===== src/rtl/rx_sample_latch_if.sv =====
// rx_sample_latch_if: channel sample inputs, writer word select and status outputs of rx_sample_latch
//   chan_en/in_strb/in_i/in_q  per-channel enable, new-sample strobe and packed 24-bit I/Q samples
//   rd_i/rd_q                  writer word select (I-high, Q-high, else IQ-low)
//   clr_ovr                    one-cycle clear of overrun status
//   rxn_dout_A                 per-channel presented 16-bit word
//   rx_avail_A                 one-cycle pulse: new frame in holding registers
//   ovr_cnt/ovr_chan           saturating overrun count and sticky per-channel overrun flags
interface rx_sample_latch_if #(
    parameter int V_RX_CHANS = 4,
    parameter int IQ_W       = 24
);
    logic [V_RX_CHANS-1:0]      chan_en;
    logic [V_RX_CHANS-1:0]      in_strb;
    logic [V_RX_CHANS*IQ_W-1:0] in_i;
    logic [V_RX_CHANS*IQ_W-1:0] in_q;
    logic                       rd_i;
    logic                       rd_q;
    logic                       clr_ovr;
    logic [V_RX_CHANS*16-1:0]   rxn_dout_A;
    logic                       rx_avail_A;
    logic [7:0]                 ovr_cnt;
    logic [V_RX_CHANS-1:0]      ovr_chan;

    modport master (
        output chan_en, in_strb, in_i, in_q, rd_i, rd_q, clr_ovr,
        input  rxn_dout_A, rx_avail_A, ovr_cnt, ovr_chan
    );

    modport slave (
        input  chan_en, in_strb, in_i, in_q, rd_i, rd_q, clr_ovr,
        output rxn_dout_A, rx_avail_A, ovr_cnt, ovr_chan
    );
endinterface


===== src/rtl/rx_sample_latch.sv =====
// rx_sample_latch: per-channel I/Q staging with an atomic frame swap into holding registers
//   adc_clk  sole clock
//   reset_n  asynchronous active-low reset
//   bus      rx_sample_latch_if.slave: samples/strobes/enables and writer word select in;
//            presented words, rx_avail_A frame pulse and overrun status out
module rx_sample_latch #(
    parameter int V_RX_CHANS  = 4,
    parameter int IQ_W        = 24,
    parameter int LOCK_CYCLES = 3*V_RX_CHANS+8
) (
    input logic              adc_clk,
    input logic              reset_n,
    rx_sample_latch_if.slave bus
);
    localparam int LW = $clog2(LOCK_CYCLES+1);

    logic [V_RX_CHANS-1:0][IQ_W-1:0] in_i, in_q, stg_i, stg_q, hld_i, hld_q;
    logic [V_RX_CHANS-1:0][15:0]     dout;
    logic [V_RX_CHANS-1:0]           pend, strb, ovr, ovr_chan;
    logic [LW-1:0]                   lock_cnt;
    logic [7:0]                      ovr_cnt;
    logic                            ready, swap, rx_avail;

    assign in_i  = bus.in_i;
    assign in_q  = bus.in_q;
    assign strb  = bus.in_strb & bus.chan_en;
    assign ready = &(pend | ~bus.chan_en);
    assign swap  = ready && lock_cnt == '0 && |bus.chan_en;
    // A re-strobe on the swap edge is the start of the next frame, not an overrun
    assign ovr   = strb & pend & {V_RX_CHANS{~swap}};

    always_ff @(posedge adc_clk or negedge reset_n) begin
        if (!reset_n) begin
            stg_i    <= '0;
            stg_q    <= '0;
            hld_i    <= '0;
            hld_q    <= '0;
            pend     <= '0;
            lock_cnt <= '0;
            rx_avail <= 1'b0;
            ovr_cnt  <= '0;
            ovr_chan <= '0;
        end else begin
            for (int n = 0; n < V_RX_CHANS; n++) begin
                if (!bus.chan_en[n]) begin
                    stg_i[n] <= '0;
                    stg_q[n] <= '0;
                    hld_i[n] <= '0;
                    hld_q[n] <= '0;
                    pend[n]  <= 1'b0;
                end else begin
                    if (strb[n]) begin
                        stg_i[n] <= in_i[n];
                        stg_q[n] <= in_q[n];
                    end
                    if (swap) begin
                        hld_i[n] <= stg_i[n];
                        hld_q[n] <= stg_q[n];
                    end
                    pend[n] <= swap ? strb[n] : pend[n] | strb[n];
                end
            end
            rx_avail <= swap;
            // Loaded one short because the pulse cycle itself counts toward the lockout,
            // so the next swap can land exactly LOCK_CYCLES cycles after this pulse
            lock_cnt <= swap ? LW'(LOCK_CYCLES-1) : lock_cnt != '0 ? lock_cnt - LW'(1) : lock_cnt;
            if (bus.clr_ovr) begin
                ovr_cnt  <= {7'd0, |ovr};
                ovr_chan <= ovr;
            end else begin
                if (|ovr && ovr_cnt != 8'hFF)
                    ovr_cnt <= ovr_cnt + 8'd1;
                ovr_chan <= ovr_chan | ovr;
            end
        end
    end

    always_comb begin
        dout = '0;
        for (int n = 0; n < V_RX_CHANS; n++)
            dout[n] = bus.rd_i ? hld_i[n][IQ_W-1:8] :
                      bus.rd_q ? hld_q[n][IQ_W-1:8] : {hld_i[n][7:0], hld_q[n][7:0]};
    end

    assign bus.rxn_dout_A = dout;
    assign bus.rx_avail_A = rx_avail;
    assign bus.ovr_cnt    = ovr_cnt;
    assign bus.ovr_chan   = ovr_chan;
endmodule

===== src/flat_wrapper.sv =====
// flat-port wrapper written by rule: the top's interface ports become plain ports
module rx_sample_latch_flat 
#(
    parameter int V_RX_CHANS  = 4,
    parameter int IQ_W        = 24,
    parameter int LOCK_CYCLES = 3*V_RX_CHANS+8
)
  (adc_clk, reset_n, bus_chan_en, bus_in_strb, bus_in_i, bus_in_q, bus_rd_i, bus_rd_q, bus_clr_ovr, bus_rxn_dout_A, bus_rx_avail_A, bus_ovr_cnt, bus_ovr_chan);
  rx_sample_latch_if #(.V_RX_CHANS(V_RX_CHANS), .IQ_W(IQ_W)) bus_i ();
  input logic adc_clk;
  input logic reset_n;
  input wire logic [$bits(bus_i.chan_en)-1:0] bus_chan_en;
  input wire logic [$bits(bus_i.in_strb)-1:0] bus_in_strb;
  input wire logic [$bits(bus_i.in_i)-1:0] bus_in_i;
  input wire logic [$bits(bus_i.in_q)-1:0] bus_in_q;
  input wire logic [$bits(bus_i.rd_i)-1:0] bus_rd_i;
  input wire logic [$bits(bus_i.rd_q)-1:0] bus_rd_q;
  input wire logic [$bits(bus_i.clr_ovr)-1:0] bus_clr_ovr;
  output wire logic [$bits(bus_i.rxn_dout_A)-1:0] bus_rxn_dout_A;
  output wire logic [$bits(bus_i.rx_avail_A)-1:0] bus_rx_avail_A;
  output wire logic [$bits(bus_i.ovr_cnt)-1:0] bus_ovr_cnt;
  output wire logic [$bits(bus_i.ovr_chan)-1:0] bus_ovr_chan;
  assign bus_i.chan_en = bus_chan_en;
  assign bus_i.in_strb = bus_in_strb;
  assign bus_i.in_i = bus_in_i;
  assign bus_i.in_q = bus_in_q;
  assign bus_i.rd_i = bus_rd_i;
  assign bus_i.rd_q = bus_rd_q;
  assign bus_i.clr_ovr = bus_clr_ovr;
  assign bus_rxn_dout_A = bus_i.rxn_dout_A;
  assign bus_rx_avail_A = bus_i.rx_avail_A;
  assign bus_ovr_cnt = bus_i.ovr_cnt;
  assign bus_ovr_chan = bus_i.ovr_chan;
  rx_sample_latch #(.V_RX_CHANS(V_RX_CHANS), .IQ_W(IQ_W), .LOCK_CYCLES(LOCK_CYCLES)) u_core (.adc_clk(adc_clk), .reset_n(reset_n), .bus(bus_i));
endmodule

===== config.mk =====
export PLATFORM = sky130hd
export DESIGN_NAME = rx_sample_latch_flat
export DESIGN_NICKNAME = d
export VERILOG_FILES = /design/src/rtl/rx_sample_latch_if.sv /design/src/rtl/rx_sample_latch.sv /design/src/flat_wrapper.sv
export SDC_FILE = /design/constraint.sdc
export NUM_CORES = 1
export LEC_CHECK = 0
export CORE_UTILIZATION = 35
export CTS_BUF_LIST = sky130_fd_sc_hd__clkbuf_16
export CTS_CLUSTER_DIAMETER = 50
export DETAILED_ROUTE_END_ITERATION = 16
export GPL_TIMING_DRIVEN = 1
export RECOVER_POWER = 25
export SLEW_MARGIN = 20
export SYNTH_ARGS = -nofsm -noshare
export SYNTH_HDL_FRONTEND = slang
export SYNTH_SLANG_ARGS = --single-unit

===== constraint.sdc =====
create_clock -name adc_clk -period 3 [get_ports adc_clk]
set_input_delay 0.45 -clock adc_clk [delete_from_list [all_inputs] [get_ports adc_clk]]
set_output_delay 0.45 -clock adc_clk [all_outputs]
set_load 0.05 [all_outputs]

==> results of run 1 <==
==> logic make-up after synthesis <==
logic type,share of synthesized area
flops,0.579
fa+ha+maj,0.00214
compound gates,0.0828
xor+xnor,0.000998
mux,0.148
simple gates,0.150
buf+inv,0.0367
==> final cells by class <==
type,instances,area [um^2]
Antenna cell,1,2.50
Clock buffer,51,1280
Clock inverter,40,238
Fill cell,4670,26600
Inverter,9,41.3
Multi-Input combinational cell,1232,6750
Sequential cell,406,10200
Tap cell,664,831
Timing Repair Buffer,318,3270
==> tightest hold or removal path, cell delays in order <==
cell	delay (ns)
buf_2	0.12
nand3_1	0.10
o2bb2ai_1	0.06
==> path summary, 6_finish.rpt <==
path	slack [ns]	to
hold / removal	0.20	u_core.bus.ovr_chan[2]
max in group asynchronous	0.54	u_core.stg_q[84]
setup / recovery	0.35	bus_rxn_dout_A[42]
hold reg to reg	0.50	u_core.bus.ovr_chan[3]
min in group asynchronous	1.06	u_core.stg_q[55]
setup reg to reg	0.38	u_core.hld_q[21]
==> per-stage QoR <==
step / std cells / area, um^2
6_report: 2721 / 22600
3_3_place_gp: 2628 / 21100
4_1_cts: 2720 / 22600
5_1_grt: 2721 / 22600
2_1_floorplan: 1777 / 17500
3_5_place_dp: 2628 / 21100
==> registers in the layout, summed over array words and instances (netlist names) <==
register / cells
u_core.hld_i: 96
u_core.hld_q: 96
u_core.stg_i: 96
u_core.stg_q: 96
u_core.bus.ovr_cnt: 8
u_core.lock_cnt: 5
u_core.bus.ovr_chan: 4
u_core.pend: 4
u_core.bus.rx_avail_A: 1
==> layout by cell type, fill, tap and decap left out, types with 3 or more instances in the layout <==
cell             count
nand2_1            458
ha_1                 3
or3_1                3
buf_12              24
buf_4               53
and3_1               4
nor2_1             202
clkdlybuf4s50_1    234
dfrtp_1            406
o2bb2ai_1            4
inv_1               14
o21ai_0             70
mux2i_1            257
clkinv_2             8
a21oi_1            201
clkbuf_16           51
inv_6                6
clkinvlp_4           3
nand3_1             10
buf_2                4
clkinv_1            12
==> metal layers <==
layer | track usage | up-vias | share of wire
met4 | 0.0601 | 2 | 0.025
met2 | 0.295 | 339 | 0.46
met5 | 0 | - | 0.00027
met3 | 0.0323 | 82 | 0.051
li1 | - | 6369 | -
met1 | 0.265 | 6589 | 0.46
==> where the power goes <==
group          total (mW)  leakage [nW]  internal, mW  switching, mW
Clock                5.55         0.779          3.18           2.38
Sequential           5.84          5.52          5.70          0.149
Combinational        1.31          3.91         0.585          0.727
==> synthesized netlist by cell type, types with 4 or more instances <==
library cell / count
and3_1: 4
buf_1: 14
mux2i_1: 257
buf_2: 14
or3_1: 4
clkbuf_1: 87
nand2_1: 458
buf_6: 11
a21oi_1: 201
o2bb2ai_1: 4
inv_2: 5
o21ai_0: 70
nand3_1: 10
dfrtp_1: 406
nor2_1: 202
==> run metrics, run 1 <==
status complete, but fails checks; violated checks capacitance limit, slew limit; CTS max path bufs 3; vias in the first global route 13.5k; antenna violations before repair 2; data required time of the worst path 2.55 ns; top_reg_cell synth dfrtp_1; Power Density 563 nW/um^2; Synth Area per Inst 9.87 um^2; setup bufs post-CTS 0; clock sink count 406; minimum clock period 2.65 ns; Peak Freq 0.378 GHz; FP Rows 81; total negative slack 0 ns; Resized Gates After CTS 0; Post-synth EDFFs 0; Die ar. 51000 um^2; max-cap violations 1; Leakage Power 10.2 nW; Hold Path Class input port to flop; Syn Inst Count 1777; CTS Buf Count 50; clock-pin slew on the worst setup and hold paths 0.06 ns; sequential element share of the synthesized area 0.579; reg-to-reg startpoint u_core.lock_cnt[0]; dpl ws 0.353 ns; WL per Instance 17.5 um; yosys warns 0; RSZ-0062 raised after global routing no; critical path class flop to output pin; Least-Margin Pin Slew 2.15 ns; HPWL after detailed placement 30600 um; die extent in y 226 um; crit path launch u_core.hld_q[66]; io pins 282; Detailed Routing Iterations Pass 1 7; DRC Markers 0; startpoint types flop; FFs w/ async S/R, synth 1.00; synth unique cells 33; Pins Over Slew Limit 79; final WL 47700 um; HP Start bus_in_strb[2]; DRT iter0 DRCs 878; Finish-stage setup viols 0; htree depth 2; top cell type's share of synthesized area 0.579; first-pass GRT wire length 75700 um; Max transition margin -0.431; GR Overflow Total 0; CP Buf/Inv Count 1; largest net degree at the start of global routing 109; Tcrit/Tclk final 0.882; routability cong. 0.829; PortBufs 281; remaining antenna violation count 0; leading area contributor after synthesis dfrtp_1; layout cells sized above 1 0.0788; Worst path slowest cell clkdlybuf4s50_1; Final Skew 0.0145 ns; Synth area leaders dfrtp_1 58%, mux2i_1 15%, nand2_1 9.8%, a21oi_1 5.7%, nor2_1 4.3%; mapped cell area 17500 um^2; CP Max Fanout 2; clk root buf clkbuf_16; CP endpoint kind output pin; family with the most delay on the worst path buffers and inverters; Vias/cell 4.92; Worst Hold Slack 0.201 ns; CP arrival 2.20 ns; Syn Nets 1985; critical path, cell by cell mux2i_1 -> o21ai_0 -> clkdlybuf4s50_1; GRT Util Overall 0.189; CTS tree built; setup ws final 0.353 ns; core area 49200 um^2; maximum vdd drop 342 uV; Vias 13.4k; total power 12.7 mW; fin util 0.459; WP depth 3; Hold Vio Cnt, Final 0; Post-CTS Hold Fix Bufs 1; R2R cell count 9; area delta synth->final 28.6%; worst-skew pair later-pin latency 0.58 ns; Initial Util 0.357; hold-critical path depth 3; die width 226 um; CP peak stage delay 0.86 ns; post-synthesis register bit count 406; nets 2225
(Power assumes the default switching activity.)
==> run 2, diff against run 1 <==
--- a/config.mk
+++ b/config.mk
@@ -5,11 +5,14 @@
 export SDC_FILE = /design/constraint.sdc
 export NUM_CORES = 1
 export LEC_CHECK = 0
-export CORE_UTILIZATION = 35
+export CELL_PAD_IN_SITES_DETAIL_PLACEMENT = 1
+export CELL_PAD_IN_SITES_GLOBAL_PLACEMENT = 2
+export CORE_UTILIZATION = 34
 export CTS_BUF_LIST = sky130_fd_sc_hd__clkbuf_16
 export CTS_CLUSTER_DIAMETER = 50
 export DETAILED_ROUTE_END_ITERATION = 16
 export GPL_TIMING_DRIVEN = 1
+export PLACE_DENSITY_LB_ADDON = 0.1
 export RECOVER_POWER = 25
 export SLEW_MARGIN = 20
 export SYNTH_ARGS = -nofsm -noshare
==> run 2 against run 1 <==
  * The flow now finishes without violations
  * Design area increased by 0.59%
  * Combinational power about the same
  * Die area up 2.9%
  * Hold slack worse by 0.014 ns
==> run metrics, run 2 (synthesized netlist as in run 1, its figures left out) <==
status finished, final reports clean; combinational power share 0.099; Worst path slowest cell clkdlybuf4s50_1; worst-skew pair later-pin latency 0.59 ns; GR Overflow Total 0; io pins 282; total power 13.4 mW; data required time of the worst path 2.55 ns; Post-CTS Hold Fix Bufs 1; Initial Util 0.347; commonest non-fill, non-tap cell in the layout nand2_1; CTS Buf Count 54; routability cong. 0.768; core area 50600 um^2; post-route cell area 22700 um^2; CP peak stage delay 0.86 ns; Multi-input gate area 6750 um^2; minimum clock period 2.60 ns; HPWL after detailed placement 33100 um; Max transition margin 0.207; Sw Ratio 0.254; final WL 51900 um; critical path class flop to output pin; Least-Margin Pin Slew 1.19 ns; CP arrival 2.15 ns; dpl cell area 21000 um^2; clock-pin slew on the worst setup and hold paths 0.05 ns; Vias 13.4k; CP Max Fanout 2; Peak Freq 0.385 GHz; CTS tree built; DRC Markers 0; startpoint types flop; CP Buf/Inv Count 1; internal power 10.0 mW; setup bufs post-CTS 0; RSZ-0062 raised after global routing no; Final Skew 0.0143 ns; antenna violations before repair 11; area delta synth->final 29.3%; Pins Over Slew Limit 0; fin util 0.449; CP endpoint kind output pin; nets 2228; Leakage Power 10.3 nW; PortBufs 281; first-pass GRT wire length 83800 um; Power Density 592 nW/um^2; total negative slack 0 ns; die extent in y 229 um; WL per Instance 19.0 um; remaining antenna violation count 0; family with the most delay on the worst path buffers and inverters; Tcrit/Tclk final 0.865; most frequent cells in the layout 458 x nand2_1, 406 x dfrtp_1, 257 x mux2i_1, 219 x clkdlybuf4s50_1, 202 x nor2_1; P_sw 3.41 mW; max-cap violations 0; Resized Gates After CTS 0; critical path, cell by cell mux2i_1 -> o21ai_0 -> clkdlybuf4s50_1; Seq. cell area 10200 um^2; GRT Util Overall 0.202; largest net degree at the start of global routing 98; Hold Vio Cnt, Final 0; Finish-stage setup viols 0; clock sink count 406; vias in the first global route 14.6k; FILL cells 5644; Die ar. 52500 um^2; layout cells sized above 1 0.0884; clock share of power 0.465; die width 229 um; Detailed Routing Iterations Pass 1 4; htree depth 2; clk root buf clkbuf_16; Vias/cell 4.91; maximum vdd drop 395 uV; FP Rows 82; Reg power frac 0.436; CTS max path bufs 3; Hold Path Class input port to flop; Worst Hold Slack 0.186 ns; DRT iter0 DRCs 743
==> run 2: cell type report <==
type                    instances  area share
well taps                     672      0.0370
multi-input cells            1232       0.297
clock inverters                40      0.0155
diodes                          2    0.000221
repair buffers                317       0.140
inverters                       9     0.00182
flip-flops and latches        406       0.448
clock buffers                  55      0.0606
==> run 2: worst paths after layout <==
kind | slack (ns) | depth (start not counted) | to | start
setup / recovery | 0.40 | 3 | bus_rxn_dout_A[23] | u_core.hld_q[31]
hold / removal | 0.19 | 3 | u_core.bus.ovr_chan[0] | bus_in_strb[0]
min in group asynchronous | 0.45 | 2 | u_core.stg_i[15] | reset_n
hold reg to reg | 0.48 | 1 | u_core.bus.ovr_chan[0] | u_core.bus.ovr_chan[0]
max in group asynchronous | 0.93 | 3 | u_core.hld_q[10] | reset_n
setup reg to reg | 0.45 | 9 | u_core.hld_q[18] | u_core.lock_cnt[0]
==> run 2: metal layers <==
metal / vias to the layer above / global-route usage / routed length, um
met3: 76 / 0.0437 / 2350
met4: 18 / 0.0573 / 949
li1: 6360 / - / -
met5: - / 0 / 128
met2: 226 / 0.329 / 24800
met1: 6734 / 0.269 / 23700
==> run 2: power by group through the flow <==
stage / clock network [mW] / logic, mW / registers [mW]
CTS: 6.45 / 1.38 / 5.85
detailed placement: 0 / 1.38 / 5.95
global placement: 0 / 1.35 / 5.94
finish: 6.25 / 1.33 / 5.85
floorplan: 0 / 0.683 / 5.93
global route: 6.65 / 1.48 / 5.88
==> run 2: through the flow <==
stage               std cells  worst slack (ns)
floorplan                1777            0.0569
global placement         2635             0.426
detailed placement       2635             0.330
CTS                      2731             0.362
global route             2732             0.232
finish                   2733             0.404
==> run 2: worst register-to-register path, delay by kind of cell (launching register included) <==
family / cells / cell delay (ns)
AO/OA/AOI/OAI: 2 / 0.29
adder cells (fa/ha/maj): 1 / 0.20
AND/OR/NAND/NOR: 3 / 0.86
flip-flops: 1 / 0.39
buffers and inverters: 3 / 0.74
